File: src/rtl/uart_mmio_pkg.sv
`default_nettype none
// ============================================================================
// Module      : uart_mmio_pkg
// Description : Shared constants for the memory-mapped UART transmitter:
//               default register addresses, STATUS bit positions and the
//               serialiser state encoding.
// Revision    : 1.0 - initial release
// ============================================================================
package uart_mmio_pkg;

    // Default word addresses of the three registers
    localparam logic [7:0] DATA_ADDR_DEF = 8'hFF;
    localparam logic [7:0] STAT_ADDR_DEF = 8'hFE;
    localparam logic [7:0] DIV_ADDR_DEF  = 8'hFD;

    // STATUS register bit positions
    localparam int STAT_BUSY   = 0;
    localparam int STAT_FULL   = 1;
    localparam int STAT_EMPTY  = 2;
    localparam int STAT_OVF    = 3;
    localparam int STAT_CNT_LO = 4;
    localparam int STAT_CNT_HI = 7;

    // Serialiser states
    typedef enum logic [1:0] {
        ST_IDLE  = 2'd0,
        ST_START = 2'd1,
        ST_DATA  = 2'd2,
        ST_STOP  = 2'd3
    } tx_state_e;

endpackage
`default_nettype wire

File: src/rtl/byte_fifo.sv
`default_nettype none
// ============================================================================
// Module      : byte_fifo
// Description : Synchronous 8-bit FIFO. A push while full is accepted only
//               when a pop happens in the same cycle. Pops while empty are
//               ignored. dout shows the head entry whenever not empty.
// Revision    : 1.0 - initial release
// ============================================================================
module byte_fifo #(
    parameter int DEPTH = 8
) (
    input  logic       clock,
    input  logic       clear,
    input  logic       push,
    input  logic       pop,
    input  logic [7:0] din,
    output logic [7:0] dout,
    output logic [3:0] count,
    output logic       full,
    output logic       empty
);

    localparam int PTR_W = (DEPTH > 1) ? $clog2(DEPTH) : 1;

    logic [7:0]       mem_q [DEPTH];
    logic [7:0]       mem_d [DEPTH];
    logic [PTR_W-1:0] wr_ptr_q, wr_ptr_d;
    logic [PTR_W-1:0] rd_ptr_q, rd_ptr_d;
    logic [3:0]       count_q, count_d;
    logic             accept;
    logic             pop_ok;

    assign full  = (count_q == 4'(DEPTH));
    assign empty = (count_q == 4'd0);
    assign count = count_q;
    assign dout  = mem_q[rd_ptr_q];

    // Next-state for storage, pointers (wrapping by width) and occupancy
    always_comb begin
        pop_ok   = pop && !empty;
        accept   = push && (!full || pop_ok);
        mem_d    = mem_q;
        wr_ptr_d = wr_ptr_q;
        rd_ptr_d = rd_ptr_q;
        count_d  = count_q;
        if (accept) begin
            mem_d[wr_ptr_q] = din;
            wr_ptr_d        = wr_ptr_q + PTR_W'(1);
        end
        if (pop_ok) begin
            rd_ptr_d = rd_ptr_q + PTR_W'(1);
        end
        case ({accept, pop_ok})
            2'b10:   count_d = count_q + 4'd1;
            2'b01:   count_d = count_q - 4'd1;
            default: count_d = count_q;
        endcase
    end

    // Pointer and count registers with synchronous clear
    always_ff @(posedge clock) begin
        if (clear) begin
            wr_ptr_q <= '0;
            rd_ptr_q <= '0;
            count_q  <= '0;
        end else begin
            wr_ptr_q <= wr_ptr_d;
            rd_ptr_q <= rd_ptr_d;
            count_q  <= count_d;
        end
    end

    // Storage array; contents are don't-care until written
    always_ff @(posedge clock) begin
        mem_q <= mem_d;
    end

endmodule
`default_nettype wire

File: src/rtl/mmio_uart_tx.sv
`default_nettype none
// ============================================================================
// Module      : mmio_uart_tx
// Description : Memory-mapped console transmitter. Stores to TXDATA queue a
//               byte which is sent as UART 8N1; STATUS and DIVISOR are
//               readable through a registered read port.
// Revision    : 1.0 - initial release
// ============================================================================
module mmio_uart_tx
    import uart_mmio_pkg::*;
#(
    parameter int         FIFO_DEPTH = 8,
    parameter logic [15:0] DIV_RESET = 16'd16,
    parameter logic [7:0] DATA_ADDR  = DATA_ADDR_DEF,
    parameter logic [7:0] STAT_ADDR  = STAT_ADDR_DEF,
    parameter logic [7:0] DIV_ADDR   = DIV_ADDR_DEF
) (
    input  logic        clock,
    input  logic        clear,
    input  logic [7:0]  addr,
    input  logic [31:0] wdata,
    input  logic        wren,
    output logic [31:0] rdata,
    output logic        tx,
    output logic        busy
);

    tx_state_e   state_q, state_d;
    logic [15:0] divisor_q, divisor_d;
    logic [15:0] bit_div_q, bit_div_d;
    logic [15:0] cnt_q, cnt_d;
    logic [2:0]  idx_q, idx_d;
    logic [7:0]  shift_q, shift_d;
    logic        tx_q, tx_d;
    logic        busy_q, busy_d;
    logic        ovf_q, ovf_d;
    logic [31:0] rdata_q, rdata_d;

    logic        wr_data, wr_div, wr_stat;
    logic        fifo_pop;
    logic [7:0]  fifo_dout;
    logic [3:0]  fifo_count;
    logic        fifo_full, fifo_empty;
    logic        cnt_last;
    logic        start_frame;
    logic [15:0] unused_wdata;

    assign unused_wdata = wdata[31:16];

    assign wr_data = wren && (addr == DATA_ADDR);
    assign wr_div  = wren && (addr == DIV_ADDR);
    assign wr_stat = wren && (addr == STAT_ADDR);

    assign rdata = rdata_q;
    assign tx    = tx_q;
    assign busy  = busy_q;

    byte_fifo #(
        .DEPTH (FIFO_DEPTH)
    ) u_fifo (
        .clock (clock),
        .clear (clear),
        .push  (wr_data),
        .pop   (fifo_pop),
        .din   (wdata[7:0]),
        .dout  (fifo_dout),
        .count (fifo_count),
        .full  (fifo_full),
        .empty (fifo_empty)
    );

    // Serialiser next-state: bit timing, frame sequencing and FIFO pop
    always_comb begin
        state_d     = state_q;
        bit_div_d   = bit_div_q;
        cnt_d       = cnt_q;
        idx_d       = idx_q;
        shift_d     = shift_q;
        tx_d        = tx_q;
        busy_d      = busy_q;
        start_frame = 1'b0;
        cnt_last    = (cnt_q == bit_div_q - 16'd1);
        case (state_q)
            ST_IDLE: begin
                start_frame = !fifo_empty;
            end
            ST_START: begin
                if (cnt_last) begin
                    cnt_d   = '0;
                    idx_d   = '0;
                    tx_d    = shift_q[0];
                    state_d = ST_DATA;
                end else begin
                    cnt_d = cnt_q + 16'd1;
                end
            end
            ST_DATA: begin
                if (cnt_last) begin
                    cnt_d = '0;
                    if (idx_q == 3'd7) begin
                        tx_d    = 1'b1;
                        state_d = ST_STOP;
                    end else begin
                        idx_d = idx_q + 3'd1;
                        tx_d  = shift_q[idx_q + 3'd1];
                    end
                end else begin
                    cnt_d = cnt_q + 16'd1;
                end
            end
            default: begin
                if (cnt_last) begin
                    cnt_d = '0;
                    if (!fifo_empty) begin
                        start_frame = 1'b1;
                    end else begin
                        tx_d    = 1'b1;
                        busy_d  = 1'b0;
                        state_d = ST_IDLE;
                    end
                end else begin
                    cnt_d = cnt_q + 16'd1;
                end
            end
        endcase
        // The divisor in force now is frozen for the whole new frame
        if (start_frame) begin
            shift_d   = fifo_dout;
            bit_div_d = divisor_q;
            cnt_d     = '0;
            tx_d      = 1'b0;
            busy_d    = 1'b1;
            state_d   = ST_START;
        end
        fifo_pop = start_frame;
    end

    // Register writes, overflow tracking and the read mux
    always_comb begin
        divisor_d = divisor_q;
        ovf_d     = ovf_q;
        rdata_d   = '0;
        if (wr_div) begin
            divisor_d = (wdata[15:0] == 16'd0) ? 16'd1 : wdata[15:0];
        end
        if (wr_stat && wdata[STAT_OVF]) begin
            ovf_d = 1'b0;
        end
        if (wr_data && fifo_full && !fifo_pop) begin
            ovf_d = 1'b1;
        end
        if (addr == STAT_ADDR) begin
            rdata_d[STAT_BUSY]                = busy_q;
            rdata_d[STAT_FULL]                = fifo_full;
            rdata_d[STAT_EMPTY]               = fifo_empty;
            rdata_d[STAT_OVF]                 = ovf_q;
            rdata_d[STAT_CNT_HI:STAT_CNT_LO]  = fifo_count;
        end else if (addr == DIV_ADDR) begin
            rdata_d = {16'd0, divisor_q};
        end
    end

    // All state registers with synchronous active-high clear
    always_ff @(posedge clock) begin
        if (clear) begin
            state_q   <= ST_IDLE;
            divisor_q <= DIV_RESET;
            bit_div_q <= DIV_RESET;
            cnt_q     <= '0;
            idx_q     <= '0;
            shift_q   <= '0;
            tx_q      <= 1'b1;
            busy_q    <= 1'b0;
            ovf_q     <= 1'b0;
            rdata_q   <= '0;
        end else begin
            state_q   <= state_d;
            divisor_q <= divisor_d;
            bit_div_q <= bit_div_d;
            cnt_q     <= cnt_d;
            idx_q     <= idx_d;
            shift_q   <= shift_d;
            tx_q      <= tx_d;
            busy_q    <= busy_d;
            ovf_q     <= ovf_d;
            rdata_q   <= rdata_d;
        end
    end

endmodule
`default_nettype wire

File: config.mk
export PLATFORM = sky130hd
export DESIGN_NAME = mmio_uart_tx
export DESIGN_NICKNAME = d
export VERILOG_FILES = /design/src/rtl/uart_mmio_pkg.sv /design/src/rtl/byte_fifo.sv /design/src/rtl/mmio_uart_tx.sv
export SDC_FILE = /design/constraint.sdc
export NUM_CORES = 1
export LEC_CHECK = 0
export CAP_MARGIN = 40
export CELL_PAD_IN_SITES_DETAIL_PLACEMENT = 1
export CELL_PAD_IN_SITES_GLOBAL_PLACEMENT = 1
export CORE_ASPECT_RATIO = 0.9
export CORE_MARGIN = 2
export CORE_UTILIZATION = 41
export CTS_CLUSTER_DIAMETER = 40
export DETAILED_ROUTE_END_ITERATION = 6
export GPL_TIMING_DRIVEN = 0
export MAX_ROUTING_LAYER = met4
export PLACE_DENSITY_LB_ADDON = 0.1
export SETUP_SLACK_MARGIN = 0.5
export SYNTH_ARGS = -nofsm -noshare
export SYNTH_HDL_FRONTEND = slang
export SYNTH_SLANG_ARGS = --single-unit
File: constraint.sdc
create_clock -name clock -period 3.77 [get_ports clock]
set_input_delay 0.9425 -clock clock [delete_from_list [all_inputs] [get_ports clock]]
set_output_delay 0.9425 -clock clock [all_outputs]
set_load 0.05 [all_outputs]
* Word level (Yosys, flattened, before mapping)
Cells that the tools add are included. Widths: inputs -> output; s select.
Word-level totals: register bits 170
Operators by class: bitwise logic cells 4, eq/ne operators 17, reduce and logical (&&, ||, !) cells 33, multiplexer cells 40, $lt $le $gt $ge 4, add/sub/neg operators 7
Operators with widths (count):
- $bwmux 64 | 1
- $mux 8 | 5
- $mux 16 | 2
- $bmux 8 s3 | 1
- $demux 8 s3 | 1
- $eq 8x8->1 const B | 3
- $add 16x1->16 const B | 1
- $eq 16x16->1 | 1
- $logic_not 16->1 | 1
- $mux 1 | 16
- $sub 16x1->16 const B | 1
- $reduce_and 4->1 | 3
- $mux 2 | 5
- $ne 2x2->1 const B | 5
- $reduce_bool 2->1 | 5
- $add 3x1->3 const B | 3
- $logic_and 1x1->1 | 9
- $mux 3 | 3
- $ge 4x4->1 const B | 2
- $not 3->4 | 2
- $pmux 4 s2 | 1
- $pmux 2 s3 | 1
- $pmux 3 s2 | 1
- $reduce_and 3->1 | 2
- 22 further kinds | 30

* Depth between registers and ports, before layout
word-level depth 9, depth in mapped cells 17, depth with buffers taken out 16

* Hierarchy
From an unflattened synthesis, not the netlist that was laid out.
Second synthesis, totals: cell total of the unflattened synthesis 626, area, all modules 6975.4 µm²
Modules (own cells, without submodules):
- mmio_uart_tx | area each 3977.6 µm², times used 1, seq. area each 1601.5 µm², cells an instance 464
- byte_fifo | area each 2997.9 µm², times used 1, seq. area each 2122.0 µm², cells an instance 162

* Worst setup path before layout
OpenSTA, ideal clock, no wires.
path type reg-to-reg, from register bit_div_q[0], to register u_fifo.count_q[2], in the netlist u_fifo.count[2], arrival 3.647 ns, setup time 0.071 ns, path slack 0.052 ns, clock period less this slack 3.718 ns, cell stages (with the launch flop) 18, data required time 3.699 ns, cells stage by stage dfxtp_1 clkbuf_1 inv_1 ha_1 nor4b_2 nand2_1 or4b_2 nand4_1 nor4_4 o21ai_0 inv_1 ha_1 xor2_1 ha_1 a21oi_1 xor2_1 or3_1 a21oi_1
On the way: longest elaborated chain between the ends 9, elaborated cells between the ends (all ways) 11, classes of those cells add/sub: 1; eq/ne: 3; mux: 3; reduce/logical: 4
RTL lines:
- start: declaration | line mmio_uart_tx.sv:30 | logic [15:0] bit_div_q, bit_div_d;
- start signal: assignment | line mmio_uart_tx.sv:179 | bit_div_q <= bit_div_d;
- $sub 16x1->16 (*) | line mmio_uart_tx.sv:82 | cnt_last = (cnt_q == bit_div_q - 16'd1);
- $eq 16x16->1 (*) | line mmio_uart_tx.sv:82
- $mux 1 (*) | line mmio_uart_tx.sv:112 | if (cnt_last) begin
- $pmux 1 s2 (*) | line mmio_uart_tx.sv:83 | case (state_q)
- $logic_and 1x1->1 (*) | line byte_fifo.sv:40 | pop_ok = pop && !empty;
- net u_fifo.pop_ok | line byte_fifo.sv:31 | logic pop_ok;
- $logic_or 1x1->1 | line byte_fifo.sv:41 | accept = push && (!full || pop_ok);
- $logic_and 1x1->1 | line byte_fifo.sv:41
- $eq 2x1->1 or $eq 2x2->1 (tied branches) | line byte_fifo.sv:53 | case ({accept, pop_ok})
- $pmux 4 s2 or $reduce_bool 2->1 (tied branches)
- end signal: assignment | line byte_fifo.sv:69 | count_q <= count_d;
- end: declaration | line byte_fifo.sv:29 | logic [3:0] count_q, count_d;
The timed path passes the listed nets; every way through them passes the cells marked *. A chain may end at the register's enable or synchronous reset.

* Final worst setup path
from register bit_div_q[2], to register u_fifo.count_q[3], in the netlist u_fifo.count[3]
On the way: longest elaborated chain between the ends 9, elaborated cells between the ends (all ways) 11, classes of those cells add/sub: 1; eq/ne: 3; mux: 3; reduce/logical: 4
RTL lines (line):
- $sub 16x1->16 (*) | mmio_uart_tx.sv:82
- $eq 16x16->1 (*) | mmio_uart_tx.sv:82
- $mux 1 (*) | mmio_uart_tx.sv:112
- $pmux 1 s2 (*) | mmio_uart_tx.sv:83
- $logic_and 1x1->1 (*) | byte_fifo.sv:40
- $logic_or 1x1->1 | byte_fifo.sv:41
- $logic_and 1x1->1 | byte_fifo.sv:41
- $eq 2x1->1 or $eq 2x2->1 (tied branches) | byte_fifo.sv:53
- $pmux 4 s2 or $reduce_bool 2->1 (tied branches)
Every way passes the cells marked *; elsewhere a longest branch is shown, timed or not.

==> results.cfg <==
[floorplanning]
initial_core_util = 0.421
dieArea_um2 = 18500
rows = 45
die_height_um = 129
pin_count = 77
core_area_um2 = 16900
die_w_um = 143

[synthesis]
ys_seq_elements = 154
synth_cell_types = 65
yosysSeqAreaShare = 0.521
synth.area.top_cells = edfxtp_1 27%, dfxtp_1 25%, mux4_2 5.7%
yosys_warnings = 0
synth_area_leader_cell = edfxtp_1
async_flop_share = 0
avgSynthCellArea_um2 = 11.0
synth_top_area_frac = 0.269
yosys_most_used_dff = dfxtp_1
netlist_instances = 649
synth_area_um2 = 7140
synth_edf_count = 64

[drt]
viasPerCell = 5.47
drc = 0
vias = 5572
wl_mm = 20.6
wl_per_cell_um = 20.2
ant_nets = 0
drtPass1Iterations = 5
drt_iter0_drc = 292

[setup_path]
worst-setup-path-type = flip-flop to flip-flop
timing.reg2reg.setup_slack_ns = 0.15
r2r-start = bit_div_q[2]$_SDFFE_PP0P_
worst-r2r-cell-count = 15
path_buf_inv = 3
reg2reg_to = u_fifo.count[3]$_SDFFE_PP0P_
worstSetupEndpoint = u_fifo.count[3]$_SDFFE_PP0P_
cpLargestDelayFamily = simple AND/OR/NAND/NOR gates
startpoint_type = flip-flop
required_ns = 4.12
cp_max_fo = 8
cp-startpoint = bit_div_q[2]$_SDFFE_PP0P_
cpMaxStageDelayCell = or4bb_1
crit_path_max_incr_delay_ns = 0.55
crit_arrival_ns = 3.97
worst_setup_path_end_kind = flip-flop
path_cells = clkbuf_4 > nor3_4 > nand2_1 > or4bb_1 > and2_4 > nor4_4 > buf_4 > o31ai_4 > buf_6 > ha_4 > nor2b_4 > a21oi_1 > o32a_1 > or3_1 > a21oi_2
worst-path-stages = 15

[final_layout]
stdcell_count = 1018
seq_area_um2 = 3730
syn_to_final_growth_pct = 28.3
fillers = 1807
multi_input_area_um2 = 3400
diodes = 0
num-nets-final = 826
drive_above_1_share = 0.211

[pwr]
total_leakage_power_uw = 0.00318
power_frac_seq = 0.402
sw_frac_of_total = 0.328
finalPower_uw = 4610
combPwrFrac = 0.245
power_frac_clock = 0.353
ir_worst_vdd_mv = 0.338
powerDensity_nw_per_um2 = 503
internal-power_uw = 3100
p_switching_uw = 1510

[global_route]
grt-ovfl-total = 0
grt_usage = 0.240
antenna_found_initial = 0
grt_max_degree = 17
grt_pass1_vias = 5724
grt_pass1_wl_mm = 32.5

[sta]
setup_violations = 0
fmax_mhz = 276
slew_headroom = 0.495
period_share = 0.960
worst_slew_pin_slew_ns = 0.758
hold_violations = 0
min_period_ns = 3.62
maxSlewViolCount = 0
rsz0062_at_grt = true
skew_ns = 0.0106

[hold_path]
hp-class = flip-flop to flip-flop

[clocking]
holdBufCountCts = 0
cts.clk_slew.worst_paths_ns = 0.07
cts-root-buf = clkbuf_16
clock-sinks = 154
clk_path_buf_depth = 2
cts_inserted_buffers = 17
clk-insertion-delay-late_ns = 0.42
cts_tree = yes
cts.htree.levels = 4

[placement]
place_inst = 952
gp_congestion = 0.837
io_buffer_count = 44
dp_hpwl_mm = 14.7

[run]
max_cap_viol_count = 0

[run_status]
status = finished clean
## cells in the mapped netlist, drive strengths merged, types with 3 or more instances
library cell,number
a211oi,4
a21o,9
a21oi,48
a22o,6
a22oi,5
a31oi,4
and2,12
and3,12
and3b,3
buf,26
clkbuf,27
dfxtp,90
edfxtp,64
ha,13
inv,13
mux2,4
mux2i,11
mux4,18
nand2,57
nand2b,3
nand3,31
nand4,11
nor2,23
nor2b,13
nor3,24
nor4,10
nor4b,7
o211ai,20
o21ai,14
o31ai,3
or3,5
or4,3
xnor2,20
xor2,16
## registers in the layout, summed over array words and instances, names as in the netlist
| name | cells |
|---|---|
| shift_q | 8 |
| cnt_q | 16 |
| u_fifo.wr_ptr_q | 3 |
| rdata | 16 |
| tx | 1 |
| ovf_q | 1 |
| u_fifo.mem_q | 64 |
| busy | 1 |
| u_fifo.rd_ptr_q | 3 |
| u_fifo.count | 4 |
| idx_q | 3 |
| state_q | 2 |
| bit_div_q | 16 |
| divisor_q | 16 |
## how the worst min path moves through the flow
stage                            start                      end  cells past startpoint
4_1_cts        shift_q[6]$_SDFFE_PP0P_  shift_q[6]$_SDFFE_PP0P_                      2
3_3_place_gp     idx_q[1]$_SDFFE_PP0P_    idx_q[1]$_SDFFE_PP0P_                      2
2_1_floorplan    idx_q[1]$_SDFFE_PP0P_    idx_q[1]$_SDFFE_PP0P_                      2
6_report       shift_q[4]$_SDFFE_PP0P_  shift_q[4]$_SDFFE_PP0P_                      2
5_1_grt        shift_q[5]$_SDFFE_PP0P_  shift_q[5]$_SDFFE_PP0P_                      2
3_5_place_dp   shift_q[6]$_SDFFE_PP0P_  shift_q[6]$_SDFFE_PP0P_                      2
## area by class of cell
| class | count | share of cell area |
|---|---|---|
| sequential | 154 | 0.407 |
| multi-input combinational | 444 | 0.371 |
| timing repair buffer | 87 | 0.0915 |
| clock buffer | 18 | 0.0468 |
| buffer | 53 | 0.0321 |
| tap | 235 | 0.0321 |
| clock inverter | 14 | 0.0137 |
| inverter | 13 | 0.00560 |
## through the flow
| step | hold WS (ns) | cell area (um^2) | utilization | worst slack, ns | setup TNS [ns] |
|---|---|---|---|---|---|
| finish | 0.476 | 9160 | 0.541 | 0.150 | 0 |
| global placement | 0.447 | 8000 | 0.472 | -0.754 | -20.81 |
| CTS | 0.475 | 9010 | 0.532 | 0.163 | 0 |
| detailed placement | 0.467 | 8080 | 0.477 | -0.293 | -1.72 |
| floorplan | 0.436 | 7270 | - | 0.268 | 0 |
| global route | 0.492 | 9160 | 0.541 | 0.00481 | 0 |
## worst min-delay path, stage by stage (launching register included)
cell	delay [ns]
dfxtp_1	0.31
nand3_1	0.07
a21oi_1	0.05
## routing by layer
layer  part of all wire  up-vias  GRT usage
met2               0.48      140      0.379
li1                   -     2619          -
met4              0.010        0     0.0530
met5                  0        -          -
met1               0.47     2791      0.321
met3              0.042       22     0.0492
## cells in the final DEF, fill, tap and decap left out, drive strengths merged, types with 18 or more instances in the layout
cell | Yosys | final
clkbuf | 27 | 44
dfxtp | 90 | 90
nand3 | 31 | 31
nand2 | 57 | 57
o211ai | 20 | 20
nor2 | 23 | 23
a21oi | 48 | 48
mux4 | 18 | 18
edfxtp | 64 | 64
clkdlybuf4s50 | 0 | 44
inv | 13 | 22
buf | 26 | 70
xnor2 | 20 | 20
nor3 | 24 | 24
## cells by family after synthesis
kind of cell               synth area share
and+or+nand+nor                       0.172
DFF                                   0.521
AOI/OAI and AO/OA                     0.116
buffers and inverters                0.0450
xor gates and xnor gates             0.0441
muxes                                0.0785
adders and majority gates            0.0228
other                              0.000525
## power groups by stage
stage	Sequential, uW	Clock, uW	Combinational [uW]
global placement	1890	0	976
CTS	1850	1660	1070
detailed placement	1890	0	1020
global route	1860	1720	1230
floorplan	1880	0	716
finish	1860	1630	1130
## timing repair
action / CTS / global route
endpoints found under the setup margin: 68 / 67
resized for setup: 44 / 17
pin swaps: 15 / 9
buffers inserted: 22 / 11
(Power assumes the default switching activity.)
